[src/rtl/rep_pixel_2x_pkg.sv]
// Shared scaler package: default source geometry, bus widths,
// FSM encoding and the write-pipe bundle used by the 2x replicator.
package rep_pixel_2x_pkg;

  localparam int SRC_W_DEF = 160;
  localparam int SRC_H_DEF = 120;
  localparam int ADDR_W    = 19;
  localparam int PIX_W     = 8;

  typedef logic [ADDR_W-1:0] addr_t;
  typedef logic [PIX_W-1:0]  pix_t;

  typedef enum logic [1:0] {
    ST_RUN   = 2'd0,
    ST_FLUSH = 2'd1,
    ST_DONE  = 2'd2
  } state_t;

  typedef struct packed {
    logic  vld;
    addr_t addr;
  } wr_t;

  function automatic int cnt_w(input int n);
    return (n > 1) ? $clog2(n) : 1;
  endfunction

endpackage

[src/rtl/rep_pixel_2x_raster_counter.sv]
// Raster walker: x fastest, then y; wraps at W/H, flags the last pixel.
// Ports: clk, rst_n (async low), en_i advance, x_o/y_o position, last_o.
module raster_counter
  import rep_pixel_2x_pkg::*;
#(
  parameter int W  = 320,
  parameter int H  = 240,
  parameter int XW = cnt_w(W),
  parameter int YW = cnt_w(H)
) (
  input  logic          clk,
  input  logic          rst_n,
  input  logic          en_i,
  output logic [XW-1:0] x_o,
  output logic [YW-1:0] y_o,
  output logic          last_o
);

  localparam logic [XW-1:0] X_MAX = XW'(W - 1);
  localparam logic [YW-1:0] Y_MAX = YW'(H - 1);

  logic [XW-1:0] x_q, x_d;
  logic [YW-1:0] y_q, y_d;
  logic          x_last;
  logic          y_last;

  assign x_last = (x_q == X_MAX);
  assign y_last = (y_q == Y_MAX);

  always_comb begin
    x_d = x_q;
    y_d = y_q;
    if (en_i) begin
      if (x_last) begin
        x_d = '0;
        y_d = y_last ? '0 : y_q + 1'b1;
      end else begin
        x_d = x_q + 1'b1;
      end
    end
  end

  always_ff @(posedge clk or negedge rst_n) begin
    if (!rst_n) begin
      x_q <= '0;
      y_q <= '0;
    end else begin
      x_q <= x_d;
      y_q <= y_d;
    end
  end

  assign x_o    = x_q;
  assign y_o    = y_q;
  assign last_o = x_last & y_last;

endmodule

[src/rtl/rep_pixel_2x.sv]
// 2x nearest-neighbour replicator: walks the destination raster, reads
// the source ROM (1-cycle latency) and writes each pixel to RAM once.
// Ports: clk, reset (async low), rom_addr/rom_data, ram_wraddr/
// ram_data/ram_wren, done (frame complete, held until reset).
module rep_pixel_2x
  import rep_pixel_2x_pkg::*;
#(
  parameter int SRC_W = SRC_W_DEF,
  parameter int SRC_H = SRC_H_DEF
) (
  input  logic              clk,
  input  logic              reset,
  output logic [ADDR_W-1:0] rom_addr,
  input  logic [PIX_W-1:0]  rom_data,
  output logic [ADDR_W-1:0] ram_wraddr,
  output logic [PIX_W-1:0]  ram_data,
  output logic              ram_wren,
  output logic              done
);

  localparam int    DST_W   = 2 * SRC_W;
  localparam int    DST_H   = 2 * SRC_H;
  localparam int    XW      = cnt_w(DST_W);
  localparam int    YW      = cnt_w(DST_H);
  localparam addr_t SRC_W_A = addr_t'(SRC_W);
  localparam addr_t DST_W_A = addr_t'(DST_W);

  state_t        state_q, state_d;
  wr_t           wr_q, wr_d;
  logic [XW-1:0] dx;
  logic [YW-1:0] dy;
  logic          at_end;
  logic          walk_en;
  addr_t         src_addr;
  addr_t         dst_addr;

  raster_counter #(
    .W  (DST_W),
    .H  (DST_H),
    .XW (XW),
    .YW (YW)
  ) u_walk (
    .clk    (clk),
    .rst_n  (reset),
    .en_i   (walk_en),
    .x_o    (dx),
    .y_o    (dy),
    .last_o (at_end)
  );

  assign src_addr = addr_t'(dy >> 1) * SRC_W_A
                  + addr_t'(dx >> 1);
  assign dst_addr = addr_t'(dy) * DST_W_A
                  + addr_t'(dx);

  // The walker parks on the last pixel so rom_addr stays put afterwards.
  always_comb begin
    state_d  = state_q;
    walk_en  = 1'b0;
    wr_d     = wr_q;
    wr_d.vld = 1'b0;
    unique case (state_q)
      ST_RUN: begin
        walk_en = !at_end;
        wr_d    = '{vld: 1'b1, addr: dst_addr};
        if (at_end) state_d = ST_FLUSH;
      end
      ST_FLUSH: state_d = ST_DONE;
      ST_DONE:  state_d = ST_DONE;
      default:  state_d = ST_RUN;
    endcase
  end

  always_ff @(posedge clk or negedge reset) begin
    if (!reset) begin
      state_q <= ST_RUN;
      wr_q    <= '0;
    end else begin
      state_q <= state_d;
      wr_q    <= wr_d;
    end
  end

  assign rom_addr   = src_addr;
  assign ram_wren   = wr_q.vld;
  assign ram_wraddr = wr_q.addr;
  assign ram_data   = wr_q.vld ? rom_data : '0;
  assign done       = (state_q == ST_DONE);

endmodule

[config.mk]
export PLATFORM = sky130hd
export DESIGN_NAME = rep_pixel_2x
export DESIGN_NICKNAME = d
export VERILOG_FILES = /design/src/rtl/rep_pixel_2x_pkg.sv /design/src/rtl/rep_pixel_2x_raster_counter.sv /design/src/rtl/rep_pixel_2x.sv
export SDC_FILE = /design/constraint.sdc
export NUM_CORES = 1
export LEC_CHECK = 0
export CORE_MARGIN = 3
export CORE_UTILIZATION = 56
export CTS_BUF_LIST = sky130_fd_sc_hd__clkbuf_4 sky130_fd_sc_hd__clkbuf_8 sky130_fd_sc_hd__clkbuf_16
export CTS_CLUSTER_DIAMETER = 120
export DETAILED_ROUTE_END_ITERATION = 6
export GPL_ROUTABILITY_DRIVEN = 0
export PLACE_DENSITY = 0.86
export RECOVER_POWER = 25
export SLEW_MARGIN = 20
export SYNTH_ARGS = -nofsm -noshare
export SYNTH_HDL_FRONTEND = slang
export SYNTH_SLANG_ARGS = --single-unit
[constraint.sdc]
create_clock -name clk -period 7.12 [get_ports clk]
set_clock_uncertainty 0.1 [all_clocks]
set_input_delay 1.068 -clock clk [delete_from_list [all_inputs] [get_ports clk]]
set_output_delay 1.068 -clock clk [all_outputs]
set_load 0.05 [all_outputs]
Yosys cells after proc, flatten, opt, wreduce, memory -nomap -nowiden

Index checks and enable logic that the tools add are counted.

$add $sub $neg: 4
Multiply operators: 2
Eq/ne operators: 5
Mux-type cells: 7
Bitwise gates (word level): 1
Reductions and logical operators: 4

Operators by type and width:

| cell                                               | number |
|---|---|
| 2-to-1 mux 20 bit                                  | 1 |
| adder 17 x 9 -> 18 bit                             | 1 |
| adder 15 x 8 -> 16 bit                             | 1 |
| 2-to-1 mux 8 bit                                   | 2 |
| multiplier 8 x 3 -> 11 bit (second input constant) | 1 |
| multiplier 7 x 3 -> 10 bit (second input constant) | 1 |
| adder 9 x 1 -> 9 bit (second input constant)       | 1 |
| == test 9 bit (second input constant)              | 1 |
| 2-to-1 mux 9 bit                                   | 1 |
| adder 8 x 1 -> 8 bit (second input constant)       | 1 |
| == test 8 bit (second input constant)              | 1 |
| one-hot mux 2 bit (2 select lines)                 | 1 |
| == test 2 x 1 -> 1 bit (second input constant)     | 1 |
| == test 2 bit (second input constant)              | 1 |
| logical NOT 2 bit                                  | 1 |
| 2-to-1 mux 2 bit                                   | 1 |
| != test 2 bit (second input constant)              | 1 |
| AND reduction 2 bit                                | 1 |
| OR reduction 2 bit                                 | 1 |
| AND 1 bit                                          | 1 |
| logical NOT 1 bit                                  | 1 |
| 2-to-1 mux 1 bit                                   | 1 |

Register bits: 39
Input port bits: 10

Longest topological paths before layout

Depth in word-level cells: 5
Mapped depth: 9

Hierarchy

A second synthesis with hierarchy kept.

Cell total of the unflattened synthesis: 287
Area total of the unflattened synthesis: 2,837.7 µm²

Modules (own cells, without submodules):

| module         | instances | cells an instance | area each (µm²) | sequential area each (µm²) |
|---|---|---|---|---|
| rep_pixel_2x   | 1         | 198               | 1,950.6         | 525.5 |
| raster_counter | 1         | 89                | 887.1           | 425.4 |

Worst setup path after synthesis

No wires, ideal clock.

Path type: register to output
Start point: register u_walk.y_q[2], in the netlist u_walk.y_o[2]
End point: output port rom_addr[13]
Data arrival time: 3,353 ps
Setup slack: 2,599 ps
Cell stages (with the launch flop): 10
Cell sequence: dfrtp_1 ha_1 ha_1 inv_1 fa_1 and2b_2 or2_4 or3_4 nor4b_2 xor2_1

Cells in the longest elaborated chain, start to end: 2

RTL lines:

| what                       | line                              | RTL |
|---|---|---|
| from (decl)                | rep_pixel_2x_raster_counter.sv:23 | `logic [YW-1:0] y_q, y_d;` |
| from (signal assigned)     | rep_pixel_2x_raster_counter.sv:49 | `y_q <= y_d;` |
| multiplier 7 x 3 -> 10 bit | rep_pixel_2x.sv:51                | `assign src_addr = addr_t'(dy >> 1) * SRC_W_A` |
| adder 15 x 8 -> 16 bit     | rep_pixel_2x.sv:52                | `+ addr_t'(dx >> 1);` |
| to (decl)                  | rep_pixel_2x.sv:13                | `output logic [ADDR_W-1:0] rom_addr,` |

No other way between the ends.

Worst setup path after layout

Same ends and word-level chain as after synthesis.

==> flow_summary_export.csv <==
group,metric,value,unit
logic_synthesis,yosys.area.top_type,"dfrtp_1",
critical_path,timing.critical_path.slowest_cell_delay,0.82,ns
global_route,track_usage,20.9,%
clocking,numCtsBuffers,5,
timing,tns,0,ns
route,drtIter0Drc,135,
global_route,grt_pass1_vias,2053,
logic_synthesis,synth-xor-area-share,10.2,%
global_route,antenna_found_initial,0,
global_route,grt_overflow,0,
timing,max_freq,192,MHz
logic_synthesis,yosysSeqAreaShare,34.3,%
critical_path,cp_common_cell,"ha_1",
timing,fin_crit,5.20,ns
critical_path,slowest_stage,"clkdlybuf4s50_1",
logic_synthesis,synth_top_area_share,34.3,%
route,highest_layer,"met4",
clocking,cts_sinks,38,
clocking,clk_latency,0.29,ns
route,dr.pass1.iters,4,
power,finalPower,401,uW
logic_synthesis,ys_types,59,
logic_synthesis,synth_compound_area_share,11.8,%
timing,max_slew_margin,-31.5,%
layout,finalInstanceArea,3350,um^2
route,wl,5920,um
route,dr_wl_met3,300,um
critical_path,start_kind,"flop",
route,wl_met1,2780,um
route,vias_per_cell,5.61,
floorplanning,die_x,76.4,um
timing,setup_viol,0,
floorplanning,die_h,76.4,um
clocking,post_cts_buffers,0,
critical_path,end_kind,"output pin",
logic_synthesis,syn_area,2770,um^2
hold_path,hold_class,"flop to flop",
layout,drive_above_1_share,15.4,%
logic_synthesis,synth_edf_count,0,
job,cap_violations,1,
logic_synthesis,synthMuxAreaShare,4.87,%
timing,min_period_over_period,73.1,%
logic_synthesis,synth_flop_cell,"dfrtp_1",
layout,nets,353,
run_status,violations,"capacitance limit, slew limit",
layout,antenna_cells,0,
timing,drv_slew,39,
critical_path,crit_chain,"ha_1 > ha_1 > inv_1 > fa_1 > and2b_2 > or2_4 > or3_4 > nor4b_2 > xor2_1 > clkdlybuf4s50_1",
clocking,ctsResizeCount,0,
critical_path,r2r_start,"u_walk.y_o[2]$_DFFE_PN0P_",
critical_path,cp.required,5.95,ns
placed_design,dp_hpwl,4410,um
logic_synthesis,synth_fa_ha_area_share,12.8,%
critical_path,critical_path_arrival,4.03,ns
floorplanning,ios,58,
route,met2_length,2780,um
run_status,outcome,"finished with violations",
floorplanning,core_area,4560,um^2
clocking,cts.clk_slew.worst_paths,0.08,ns
logic_synthesis,yosys.area_share.simple,18.9,%
clocking,cts_tree,"yes",
placed_design,place_area,3260,um^2
power,p_leak,1.52,nW
timing,rsz0062_at_grt,"no",
critical_path,endpoint,"rom_addr[13]",
critical_path,reg2regPathDepth,9,
global_route,grt_pass1_wl,9890,um
critical_path,reg2reg_slack,3.97,ns
critical_path,startpoint,"u_walk.y_o[2]$_DFFE_PN0P_",
logic_synthesis,syn_area_per_cell,10.2,um^2
timing,tightest_slew,1.97,ns
critical_path,crit_fanout,7,
logic_synthesis,yosysWarnings,0,
route,wl_per_cell,15.5,um
critical_path,reg2reg_to,"ram_wraddr[15]$_DFFE_PN0P_",
critical_path,path_class,"flop to output pin",
route,ant_nets,0,
layout,syn_to_final_growth,20.8,%
power,power.density,120,nW/um^2
timing,hold_viol,0,
floorplanning,rows,24,
route,route.detailed.drc,0,
clocking,htree_levels,2,
layout,final_util,73.4,%
placed_design,numPortBuffers,52,
floorplanning,die_area,5830,um^2
logic_synthesis,postSynthCellCount,271,
route,num_vias,2148,
global_route,grt_max_degree,39,
logic_synthesis,ys_ff_latch,38,
logic_synthesis,async_flop_share,100,%
logic_synthesis,synth_area_leaders,"dfrtp_1, ha_1, mux2_2, xnor2_1, xor2_1",
logic_synthesis,synth_top_family_by_area,"simple AND/OR/NAND/NOR gates",
clocking,cts_hold_buf,0,
power,irDropWorstVdd,0.122,mV
clocking,cts_root_buf,"clkbuf_8",
clocking,clock_path_buffers,2,
floorplanning,initial_core_util,60.7,%
## state kept, by name, summed over array words and instances (netlist names)
| signal | count |
|---|---|
| u_walk.x_o | 9 |
| state_q | 2 |
| u_walk.y_o | 8 |
| ram_wraddr | 18 |
| ram_wren | 1 |
## cell type report
class / count / area (um^2)
Sequential cell: 38 / 951
Fill cell: 342 / 1210
Multi-Input combinational cell: 203 / 1650
Tap cell: 65 / 81.3
Inverter: 16 / 60.1
Clock buffer: 6 / 82.6
Clock inverter: 2 / 12.5
Timing Repair Buffer: 53 / 518
## cells in the final DEF, fill, tap and decap left out, types with 4 or more instances in the layout
master | Yosys | routed
nand4_1 | 4 | 4
clkbuf_8 | 0 | 6
and2_1 | 10 | 10
mux2_2 | 12 | 12
fa_1 | 4 | 4
inv_1 | 16 | 16
nor2_1 | 13 | 13
a21o_1 | 5 | 5
xor2_1 | 12 | 12
nor2b_1 | 5 | 5
dfrtp_1 | 38 | 38
xnor2_1 | 13 | 13
xnor2_2 | 4 | 4
nand3_1 | 7 | 7
a211oi_1 | 4 | 4
clkdlybuf4s50_1 | 0 | 51
a21oi_1 | 13 | 13
o21ai_0 | 8 | 8
conb_1 | 1 | 5
nand2_1 | 10 | 10
a31o_2 | 4 | 4
nor3b_1 | 4 | 4
ha_1 | 22 | 22
## metal layers
layer / track usage (%) / up-vias
met2: 33.0 / 74
met3: 4.73 / 6
li1: - / 1026
met1: 29.2 / 1042
met5: 0 / -
met4: 5.07 / 0
## worst max-delay path, delay by kind of cell, from the launching register on
family                   cells  cell delay, ns
XOR/XNOR                     1            0.16
adder cells (fa/ha/maj)      3            1.04
buffers and inverters        2            0.89
flip-flops                   1            0.47
AND/OR/NAND/NOR              4            1.18
## through the flow
| step | hold WS [ns] | instances | setup slack, ns |
|---|---|---|---|
| finish | 0.397 | 383 | 1.92 |
| global route | 0.422 | 383 | 1.73 |
| CTS | 0.402 | 383 | 1.93 |
| detailed placement | 0.383 | 375 | 2.24 |
| global placement | 0.375 | 375 | 2.35 |
| floorplan | 0.379 | 275 | 2.60 |
## power by group
part,switching (mW),internal [mW]
clock,0.0784,0.0778
sequential,0,0.216
combinational,0.0200,0.00881
## how the worst min path moves through the flow
stage                                          from                   endpoint  slack (ns)  cells after the start
after floorplan           u_walk.x_o[4]$_DFFE_PN0P_  u_walk.x_o[4]$_DFFE_PN0P_        0.38                      1
after global placement    ram_wraddr[7]$_DFFE_PN0P_  ram_wraddr[7]$_DFFE_PN0P_        0.38                      2
after detailed placement  ram_wraddr[7]$_DFFE_PN0P_  ram_wraddr[7]$_DFFE_PN0P_        0.38                      2
after CTS                 ram_wraddr[7]$_DFFE_PN0P_  ram_wraddr[7]$_DFFE_PN0P_        0.40                      2
after global routing      ram_wraddr[7]$_DFFE_PN0P_  ram_wraddr[7]$_DFFE_PN0P_        0.42                      2
final                     ram_wraddr[7]$_DFFE_PN0P_  ram_wraddr[7]$_DFFE_PN0P_        0.40                      2
## synth_stat cells, types with 2 or more instances
master / number
nand4_1: 4
a21boi_0: 3
or2_2: 3
a211oi_1: 4
nor3b_1: 4
nor2_1: 13
buf_6: 2
xnor2_2: 4
a31o_2: 4
nand2_2: 3
nor2b_1: 5
xnor2_1: 13
nand2_1: 10
xor2_1: 12
and3_1: 2
inv_1: 16
fa_1: 4
nor4_1: 2
nand3_1: 7
o21ai_0: 8
nand4b_1: 2
clkbuf_1: 3
and2_1: 10
a21oi_1: 13
ha_1: 22
buf_4: 13
dfrtp_1: 38
mux2_2: 12
a21o_1: 5
## kinds of logic after synthesis
group | count (synthesis)
AOI/OAI and AO/OA | 49
adders and majority gates | 26
DFF | 38
other | 1
xor gates and xnor gates | 29
muxes | 12
and+or+nand+nor | 82
buffers and inverters | 34
Note: power is estimated with default switching activity, not from simulation.
